==> src/rtl/can_rx_fifo.sv <==
// can_rx_fifo
//   Receive-side buffer behind can_rx. Each frame presented on i_Rx_DV is
//   checked for standard-format framing (start bit, IDE and r0 all zero). It can
//   then be screened by an optional 11-bit acceptance filter. Frames that pass
//   are stored as {ID, data} in a show-ahead FIFO. Overruns and malformed frames
//   are counted so that lost traffic is never silent.
//
//   Optional feature macro: CAN_RX_ACCEPT_FILTER_EN
//     defined   : pass = ((ID ^ i_Filt_Id) & i_Filt_Mask) == 0
//     undefined : every well-formed frame passes; filter ports are ignored
//
// Parameters
//   DEPTH   FIFO entries (power of 2, >= 2)
//   ADDR_W  log2(DEPTH)
//
// Ports
//   i_Clock      rising-edge clock
//   i_Rst_n      synchronous reset, active low
//   i_Rx_DV      one-cycle strobe: i_Rx_Frame valid
//   i_Rx_Frame   [0]=start [11:1]=ID [12]=RTR [13]=IDE [14]=r0 [78:15]=data
//   i_Filt_Id    acceptance ID (filter build only)
//   i_Filt_Mask  acceptance mask, 1 = compare (filter build only)
//   i_Rd_En      pop head entry
//   i_Ovr_Clr    clear o_Overrun and o_Drop_Cnt
//   o_Rd_Valid   head entry valid
//   o_Rd_Id      head entry ID (0 while empty)
//   o_Rd_Data    head entry data (0 while empty)
//   o_Count      occupied entries 0..DEPTH
//   o_Empty      o_Count == 0
//   o_Full       o_Count == DEPTH
//   o_Overrun    sticky: accepted frame dropped because FIFO was full
//   o_Drop_Cnt   saturating count of dropped and malformed frames
module can_rx_fifo #(
  parameter int unsigned DEPTH  = 4,
  parameter int unsigned ADDR_W = 2
) (
  input  logic              i_Clock,
  input  logic              i_Rst_n,
  input  logic              i_Rx_DV,
  input  logic [78:0]       i_Rx_Frame,
  input  logic [10:0]       i_Filt_Id,
  input  logic [10:0]       i_Filt_Mask,
  input  logic              i_Rd_En,
  input  logic              i_Ovr_Clr,
  output logic              o_Rd_Valid,
  output logic [10:0]       o_Rd_Id,
  output logic [63:0]       o_Rd_Data,
  output logic [ADDR_W:0]   o_Count,
  output logic              o_Empty,
  output logic              o_Full,
  output logic              o_Overrun,
  output logic [7:0]        o_Drop_Cnt
);

  localparam logic [ADDR_W:0] FULL_CNT = (ADDR_W+1)'(DEPTH);

  // Frame fields
  logic        frame_start;
  logic [10:0] frame_id;
  logic        frame_ide;
  logic        frame_r0;
  logic [63:0] frame_data;

  assign frame_start = i_Rx_Frame[0];
  assign frame_id    = i_Rx_Frame[11:1];
  assign frame_ide   = i_Rx_Frame[13];
  assign frame_r0    = i_Rx_Frame[14];
  assign frame_data  = i_Rx_Frame[78:15];

  // RTR is deliberately not stored; filter ports are idle in the default build.
  logic filt_pass;
  logic unused_bits;

`ifdef CAN_RX_ACCEPT_FILTER_EN
  assign filt_pass   = ((frame_id ^ i_Filt_Id) & i_Filt_Mask) == '0;
  assign unused_bits = i_Rx_Frame[12];
`else
  assign filt_pass   = 1'b1;
  assign unused_bits = ^{i_Rx_Frame[12], i_Filt_Id, i_Filt_Mask};
`endif

  // Storage and state
  logic [74:0]       mem [DEPTH];
  logic [ADDR_W-1:0] wr_ptr;
  logic [ADDR_W-1:0] rd_ptr;
  logic [ADDR_W:0]   count;
  logic              overrun;
  logic [7:0]        drop_cnt;

  // Control decode
  logic well_formed;
  logic accept;
  logic empty;
  logic full;
  logic pop;
  logic push;
  logic ovr_drop;
  logic bad_drop;
  logic drop_evt;

  always_comb begin
    empty       = (count == '0);
    full        = (count == FULL_CNT);
    well_formed = !frame_start && !frame_ide && !frame_r0;
    accept      = well_formed && filt_pass;
    pop         = i_Rd_En && !empty;
    // A pop in the same cycle frees the slot, so a full FIFO still accepts.
    push        = i_Rx_DV && accept && (!full || pop);
    ovr_drop    = i_Rx_DV && accept && full && !pop;
    bad_drop    = i_Rx_DV && !well_formed;
    drop_evt    = ovr_drop || bad_drop;
  end

  // Entry RAM: no reset, pointers alone define what is valid.
  always_ff @(posedge i_Clock) begin
    if (i_Rst_n && push) begin
      mem[wr_ptr] <= {frame_id, frame_data};
    end
  end

  always_ff @(posedge i_Clock) begin
    if (!i_Rst_n) begin
      wr_ptr <= '0;
      rd_ptr <= '0;
      count  <= '0;
    end else begin
      if (push) begin
        wr_ptr <= wr_ptr + 1'b1;
      end
      if (pop) begin
        rd_ptr <= rd_ptr + 1'b1;
      end
      if (push && !pop) begin
        count <= count + 1'b1;
      end else if (pop && !push) begin
        count <= count - 1'b1;
      end
    end
  end

  // Clear and a new drop in the same cycle: the drop is recorded on top of the clear.
  always_ff @(posedge i_Clock) begin
    if (!i_Rst_n) begin
      overrun  <= 1'b0;
      drop_cnt <= '0;
    end else if (i_Ovr_Clr) begin
      overrun  <= ovr_drop;
      drop_cnt <= drop_evt ? 8'd1 : 8'd0;
    end else begin
      if (ovr_drop) begin
        overrun <= 1'b1;
      end
      if (drop_evt && (drop_cnt != '1)) begin
        drop_cnt <= drop_cnt + 8'd1;
      end
    end
  end

  // Show-ahead read port; forced to zero while empty so reset and stale RAM never leak.
  logic [74:0] head;

  always_comb begin
    head = mem[rd_ptr];
    if (empty) begin
      head = '0;
    end
  end

  assign o_Rd_Valid = !empty;
  assign o_Rd_Id    = head[74:64];
  assign o_Rd_Data  = head[63:0];
  assign o_Count    = count;
  assign o_Empty    = empty;
  assign o_Full     = full;
  assign o_Overrun  = overrun;
  assign o_Drop_Cnt = drop_cnt;

endmodule
==> config.mk <==
export PLATFORM = sky130hd
export DESIGN_NAME = can_rx_fifo
export DESIGN_NICKNAME = d
export VERILOG_FILES = /design/src/rtl/can_rx_fifo.sv
export SDC_FILE = /design/constraint.sdc
export NUM_CORES = 1
export LEC_CHECK = 0
export ABC_CLOCK_PERIOD_IN_PS = 9800
export BUFFER_PORTS_ARGS = -buffer_cell sky130_fd_sc_hd__buf_2
export CORE_ASPECT_RATIO = 0.5
export CORE_UTILIZATION = 55
export CTS_CLUSTER_SIZE = 10
export DETAILED_ROUTE_END_ITERATION = 8
export GPL_TIMING_DRIVEN = 0
export PLACE_DENSITY = 0.85
export SKIP_CTS_REPAIR_TIMING = 1
export SYNTH_ARGS = -nofsm -noshare
export SYNTH_HDL_FRONTEND = slang
export SYNTH_SLANG_ARGS = --single-unit
==> constraint.sdc <==
create_clock -name i_Clock -period 9.8 [get_ports i_Clock]
set_clock_uncertainty 0.15 [all_clocks]
set_input_delay 0.98 -clock i_Clock [delete_from_list [all_inputs] [get_ports i_Clock]]
set_output_delay 0.98 -clock i_Clock [all_outputs]
set_load 0.01 [all_outputs]
-- Word level (Yosys, flattened, before mapping)
Memories as Yosys holds them, arrays and structs flattened. A register that Yosys moved wholly into a read port is not among the register bits.
Index checks and enable logic that the tools add are counted.
W data, S select, Z words.
- flip-flop bits (word level): 16
- bits in writable memories: 300
- bits of input ports: 106
- output and inout port bits: 90
- logic and storage cells: 51
- memories: 1
- $add $sub $neg: 5
- equality and inequality tests: 2
- mux-type cells: 12
- reduce and logical (&&, ||, !) cells: 26
- memories (name ; depth ; bits a word ; rd ports ; clocked after memory_dff ; wr ports ; RTL line ; text):
    mem ; 4 ; 75 ; 1 ; 1 ; 1 ; 83 ; logic [74:0] mem [DEPTH];
- operators by type and width (kind ; count):
    $mux W75 ; 1
    $mux W8 ; 2
    $logic_and A1 B1 Y1 ; 12
    $add A8 B1 Y8 const B ; 1
    $logic_not A1 Y1 ; 8
    $ne A8 B8 Y1 const B ; 1
    $mux W3 ; 2
    $reduce_bool A2 Y1 ; 3
    $mux W1 ; 5
    $add A2 B1 Y2 const B ; 2
    $mux W2 ; 2
    $add A3 B1 Y3 const B ; 1
    $eq A3 B3 Y1 const B ; 1
    $logic_not A3 Y1 ; 1
    $sub A3 B1 Y3 const B ; 1
    $logic_or A1 B1 Y1 ; 2

-- Longest topological paths before layout
- depth in word-level cells: 10
- mapped depth: 9
- mapped depth without buffers: 8

-- Worst setup path after synthesis
OpenSTA, ideal clock, no wires.
- kind: input -> register
- start: in i_Rx_Frame[13]
- end: mem mem[0][0] (enable)
- setup time: 442 ps
- arrival: 3407 ps
- required time: 9208 ps
- path slack: 5801 ps
- cell stages on the path: 4
- path buffers: 1
- path through: nor3_1 and3b_1 clkbuf_1 and3_1
- cells in the longest elaborated chain, start to end: 8
- ends and longest elaborated chain (item ; RTL line ; text):
    start, declared ; 40 ; input logic [78:0] i_Rx_Frame,
    $logic_not A1 Y1 ; 104 ; well_formed = !frame_start && !frame_ide && !frame_r0;
    $logic_and A1 B1 Y1 (2 in series) ; 104 ;
    $logic_and A1 B1 Y1 (2 in series) ; 108 ; push = i_Rx_DV && accept && (!full || pop);
    $logic_and A1 B1 Y1 ; 116 ; if (i_Rst_n && push) begin
    $mux W1 ; 116 ;
    $mux W1 (not written as such) ; 117 ; mem[wr_ptr] <= {frame_id, frame_data};
    end, declared ; 83 ;
No other way between the ends.

-- Final worst setup path
- start: reg count[0], in the netlist o_Count[0]
- end: out o_Rd_Data[47]
- cells in the longest elaborated chain, start to end: 2
- ends and longest elaborated chain (item ; RTL line ; text):
    start, declared ; 86 ; logic [ADDR_W:0] count;
    start signal, assigned ; 134 ; count <= count + 1'b1;
    start signal, assigned ; 136 ; count <= count - 1'b1;
    $logic_not A3 Y1 ; 102 ; empty = (count == '0);
    $mux W75 ; 164 ; if (empty) begin
    end, declared ; 47 ; output logic [63:0] o_Rd_Data,
No other way between the ends.

==> load_flow_metrics.sql <==
INSERT INTO impl_metrics (metric_group, metric, value, unit) VALUES
('sta', 'finalCritPeriodShare', '39.57', '%'),
('logic_synthesis', 'yosysTopAreaCellShare', '73.41', '%'),
('routing', 'route.detailed.vias_per_inst', '5.551', ''),
('final_layout', 'area_growth', '19.70', '%'),
('global_route', 'grtUsageTotal', '20.87', '%'),
('sta', 'max_slew.worst_pin.slew', '0.6617', 'ns'),
('sta', 'maxClockFrequency', '257.8', 'MHz'),
('placement', 'post_dp_cell_area', '0.01364', 'mm^2'),
('sta', 'setup-tns-final', '0', 'ns'),
('logic_synthesis', 'synth_edf_count', '300', ''),
('routing', 'dr.first_iter.drc_count', '553', ''),
('floorplanning', 'ioPinCount', '196', ''),
('logic_synthesis', 'synthXorXnorAreaFrac', '0.3569', '%'),
('global_route', 'global_route.overflow_total', '0', ''),
('worst_setup_path', 'critical_path.max_fanout', '10', ''),
('logic_synthesis', 'synth_compound_gate_area_share', '1.244', '%'),
('logic_synthesis', 'asyncSetResetFlopFracSynth', '0', '%'),
('floorplanning', 'die_width', '213.2', 'um'),
('sta', 'finalWorstPathRequiredPeriod', '3.878', 'ns'),
('routing', 'antenna_violating_nets_post_route', '0', ''),
('outcome', 'run_status', 'finished, final reports clean', ''),
('worst_hold_path', 'holdCritPathClass', 'reg2reg', ''),
('logic_synthesis', 'synth.area.top_cells', 'sky130_fd_sc_hd__edfxtp_1 73%, sky130_fd_sc_hd__mux4_2 14%, sky130_fd_sc_hd__and2_1 4.2%', ''),
('routing', 'routed_wirelength', '23350', 'um'),
('logic_synthesis', 'yosys.cell_count.top_type', 'sky130_fd_sc_hd__edfxtp_1', ''),
('sta', 'final-setup-viol-count', '0', ''),
('sta', 'whs', '0.3459', 'ns'),
('worst_setup_path', 'worst-endpoint-arrival', '2.75', 'ns'),
('logic_synthesis', 'synth.largest_area_cell', 'sky130_fd_sc_hd__edfxtp_1', ''),
('worst_hold_path', 'worstHoldPathCells', '2', ''),
('worst_setup_path', 'timing.critical_path.from_type', 'flop', ''),
('logic_synthesis', 'yosys.area_share.simple', '5.965', '%'),
('worst_hold_path', 'whs_endpoint', 'o_Drop_Cnt[5]', ''),
('worst_setup_path', 'rrSetupSlack', '7.12', 'ns'),
('logic_synthesis', 'yosys_warnings', '0', ''),
('power_and_ir_drop', 'power_density', '239.6', 'mW/mm^2'),
('worst_setup_path', 'worst-endpoint-required', '8.67', 'ns'),
('worst_setup_path', 'worst_reg_to_reg_cells', '9', ''),
('logic_synthesis', 'ys_dominant_reg_cell', 'sky130_fd_sc_hd__edfxtp_1', ''),
('sta', 'report.final.slew_viol_count', '0', ''),
('routing', 'routed_wire_length_per_instance', '21.04', 'um'),
('worst_setup_path', 'worstReg2RegStart', 'o_Count[0]', ''),
('logic_synthesis', 'synthAdderAreaFrac', '0.7749', '%'),
('logic_synthesis', 'synth_cell_types', '43', ''),
('routing', 'drcViolationCount', '0', ''),
('placement', 'placer_congestion', '0.7267', ''),
('power_and_ir_drop', 'power.combinational.fraction', '22.7', '%'),
('final_layout', 'finalInstanceArea', '0.01469', 'mm^2'),
('floorplanning', 'placementRows', '38', ''),
('clock_network', 'clock_latency_of_the_later_clocked_register_in_the_worst_skew_pair', '0.50', 'ns'),
('placement', 'place.detailed.hpwl', '14390', 'um'),
('power_and_ir_drop', 'static-leakage-power', '5.057', 'nW'),
('routing', 'vias', '6162', ''),
('logic_synthesis', 'yosysSeqAreaShare', '76.35', '%'),
('floorplanning', 'start_util', '56.35', '%'),
('clock_network', 'cts_root_buffer', 'sky130_fd_sc_hd__clkbuf_16', ''),
('global_route', 'grt_start_max_net_pins', '42', ''),
('global_route', 'first_global_vias', '6436', ''),
('power_and_ir_drop', 'power_frac_seq', '43.0', '%'),
('logic_synthesis', 'synth_mux_area_share', '14.01', '%'),
('power_and_ir_drop', 'vdd_ir_drop_max', '0.1330', 'mV'),
('power_and_ir_drop', 'power.switching_fraction', '26.24', '%'),
('routing', 'dr.pass1.iters', '4', ''),
('power_and_ir_drop', 'cell_internal_pwr', '2.596', 'mW'),
('clock_network', 'cts.reportedPaths.clkPinSlew', '0.05', 'ns'),
('sta', 'finalHoldViolations', '0', ''),
('clock_network', 'cts_htree_levels', '2', ''),
('clock_network', 'cts_sinks', '318', ''),
('sta', 'slew-limit-headroom', '55.89', '%'),
('global_route', 'antenna_found_initial', '2', ''),
('logic_synthesis', 'synth.net_count', '691', '');
power groups by stage:
stage          Clock (mW)  Sequential (mW)  Combinational [mW]
2_1_floorplan           0             1.54               0.491
3_3_place_gp            0             1.54               0.798
3_5_place_dp            0             1.54               0.808
5_1_grt              1.28             1.52               0.866
6_report             1.21             1.52               0.797
4_1_cts              1.23             1.52               0.814
layout by cell type, fill, tap and decap left out, types with 2 or more instances in the layout:
cell type / synthesis / final
sky130_fd_sc_hd__buf_2: 5 / 177
sky130_fd_sc_hd__o31ai_1: 3 / 3
sky130_fd_sc_hd__a21oi_1: 5 / 5
sky130_fd_sc_hd__and2_1: 82 / 82
sky130_fd_sc_hd__edfxtp_1: 300 / 300
sky130_fd_sc_hd__nor3_1: 2 / 2
sky130_fd_sc_hd__nor2b_1: 4 / 4
sky130_fd_sc_hd__nand3_1: 3 / 3
sky130_fd_sc_hd__buf_1: 5 / 5
sky130_fd_sc_hd__diode_2: 0 / 3
sky130_fd_sc_hd__nand2_1: 6 / 6
sky130_fd_sc_hd__buf_16: 0 / 4
sky130_fd_sc_hd__inv_1: 6 / 6
sky130_fd_sc_hd__buf_4: 6 / 6
sky130_fd_sc_hd__and3_4: 0 / 4
sky130_fd_sc_hd__clkbuf_1: 13 / 25
sky130_fd_sc_hd__mux4_2: 75 / 75
sky130_fd_sc_hd__clkbuf_16: 0 / 39
sky130_fd_sc_hd__dfxtp_1: 18 / 18
sky130_fd_sc_hd__or4_1: 2 / 2
sky130_fd_sc_hd__xnor2_1: 4 / 4
sky130_fd_sc_hd__mux2i_1: 3 / 3
sky130_fd_sc_hd__or3_1: 3 / 3
sky130_fd_sc_hd__ha_1: 6 / 6
per-layer routing:
| metal | GRT usage, % | vias up | wire length, um |
|---|---|---|---|
| li1 | - | 2778 | - |
| met1 | 27.77 | 3196 | 9865 |
| met2 | 34.85 | 160 | 11930 |
| met3 | 4.755 | 28 | 1212 |
| met4 | 6.122 | 0 | 342 |
| met5 | 0 | - | 0 |
state kept, by name, indices dropped and copies added (netlist names), named ones only:
register,count
o_Count,3
o_Drop_Cnt,8
wr_ptr,2
rd_ptr,2
o_Overrun,1
mem,300
through the flow:
step / std cells / utilization (%) / total power [mW] / setup slack (ns)
floorplan: 578 / - / 2.034 / 5.801
global placement: 1050 / 62.03 / 2.340 / 4.303
detailed placement: 1054 / 62.63 / 2.351 / 6.414
CTS: 1107 / 67.42 / 3.559 / 5.840
global route: 1109 / 67.44 / 3.661 / 5.718
finish: 1110 / 67.46 / 3.519 / 5.922
cells by family (layout without fill, tap and decap cells):
group | after synthesis | after routing
AOI/OAI and AO/OA | 20 | 20
xor gates and xnor gates | 5 | 5
adders and majority gates | 7 | 7
buffers and inverters | 35 | 264
DFF | 318 | 318
muxes | 78 | 78
other | 0 | 3
and+or+nand+nor | 115 | 115
area by class of cell:
cell class / count / area [um^2]
multi-input combinational: 225 / 2763
antenna: 3 / 7.507
timing repair buffer: 176 / 970.9
buffer: 29 / 137.6
clock buffer: 52 / 1035
inverter: 6 / 22.52
tap: 300 / 375.4
sequential: 318 / 9369
clock inverter: 1 / 8.758
fill: 1447 / 7087
worst max path at each step:
stage | from | cells after the start | to
3_3_place_gp | i_Rx_Frame[13] | 5 | mem[0][50]
4_1_cts | o_Count[0] | 6 | o_Rd_Data[47]
6_report | o_Count[0] | 6 | o_Rd_Data[47]
3_5_place_dp | o_Count[0] | 6 | o_Rd_Data[47]
2_1_floorplan | i_Rx_Frame[13] | 4 | mem[0][0]
5_1_grt | o_Count[0] | 6 | o_Rd_Data[47]
critical path: stages (launching register included):
cell	delay, ns
sky130_fd_sc_hd__dfxtp_1	0.49
sky130_fd_sc_hd__or3_1	0.15
sky130_fd_sc_hd__clkbuf_1	0.34
sky130_fd_sc_hd__clkbuf_1	0.50
sky130_fd_sc_hd__clkbuf_1	0.39
sky130_fd_sc_hd__and2_1	0.23
sky130_fd_sc_hd__buf_2	0.14
No activity file was read; power rests on OpenSTA's default activity.
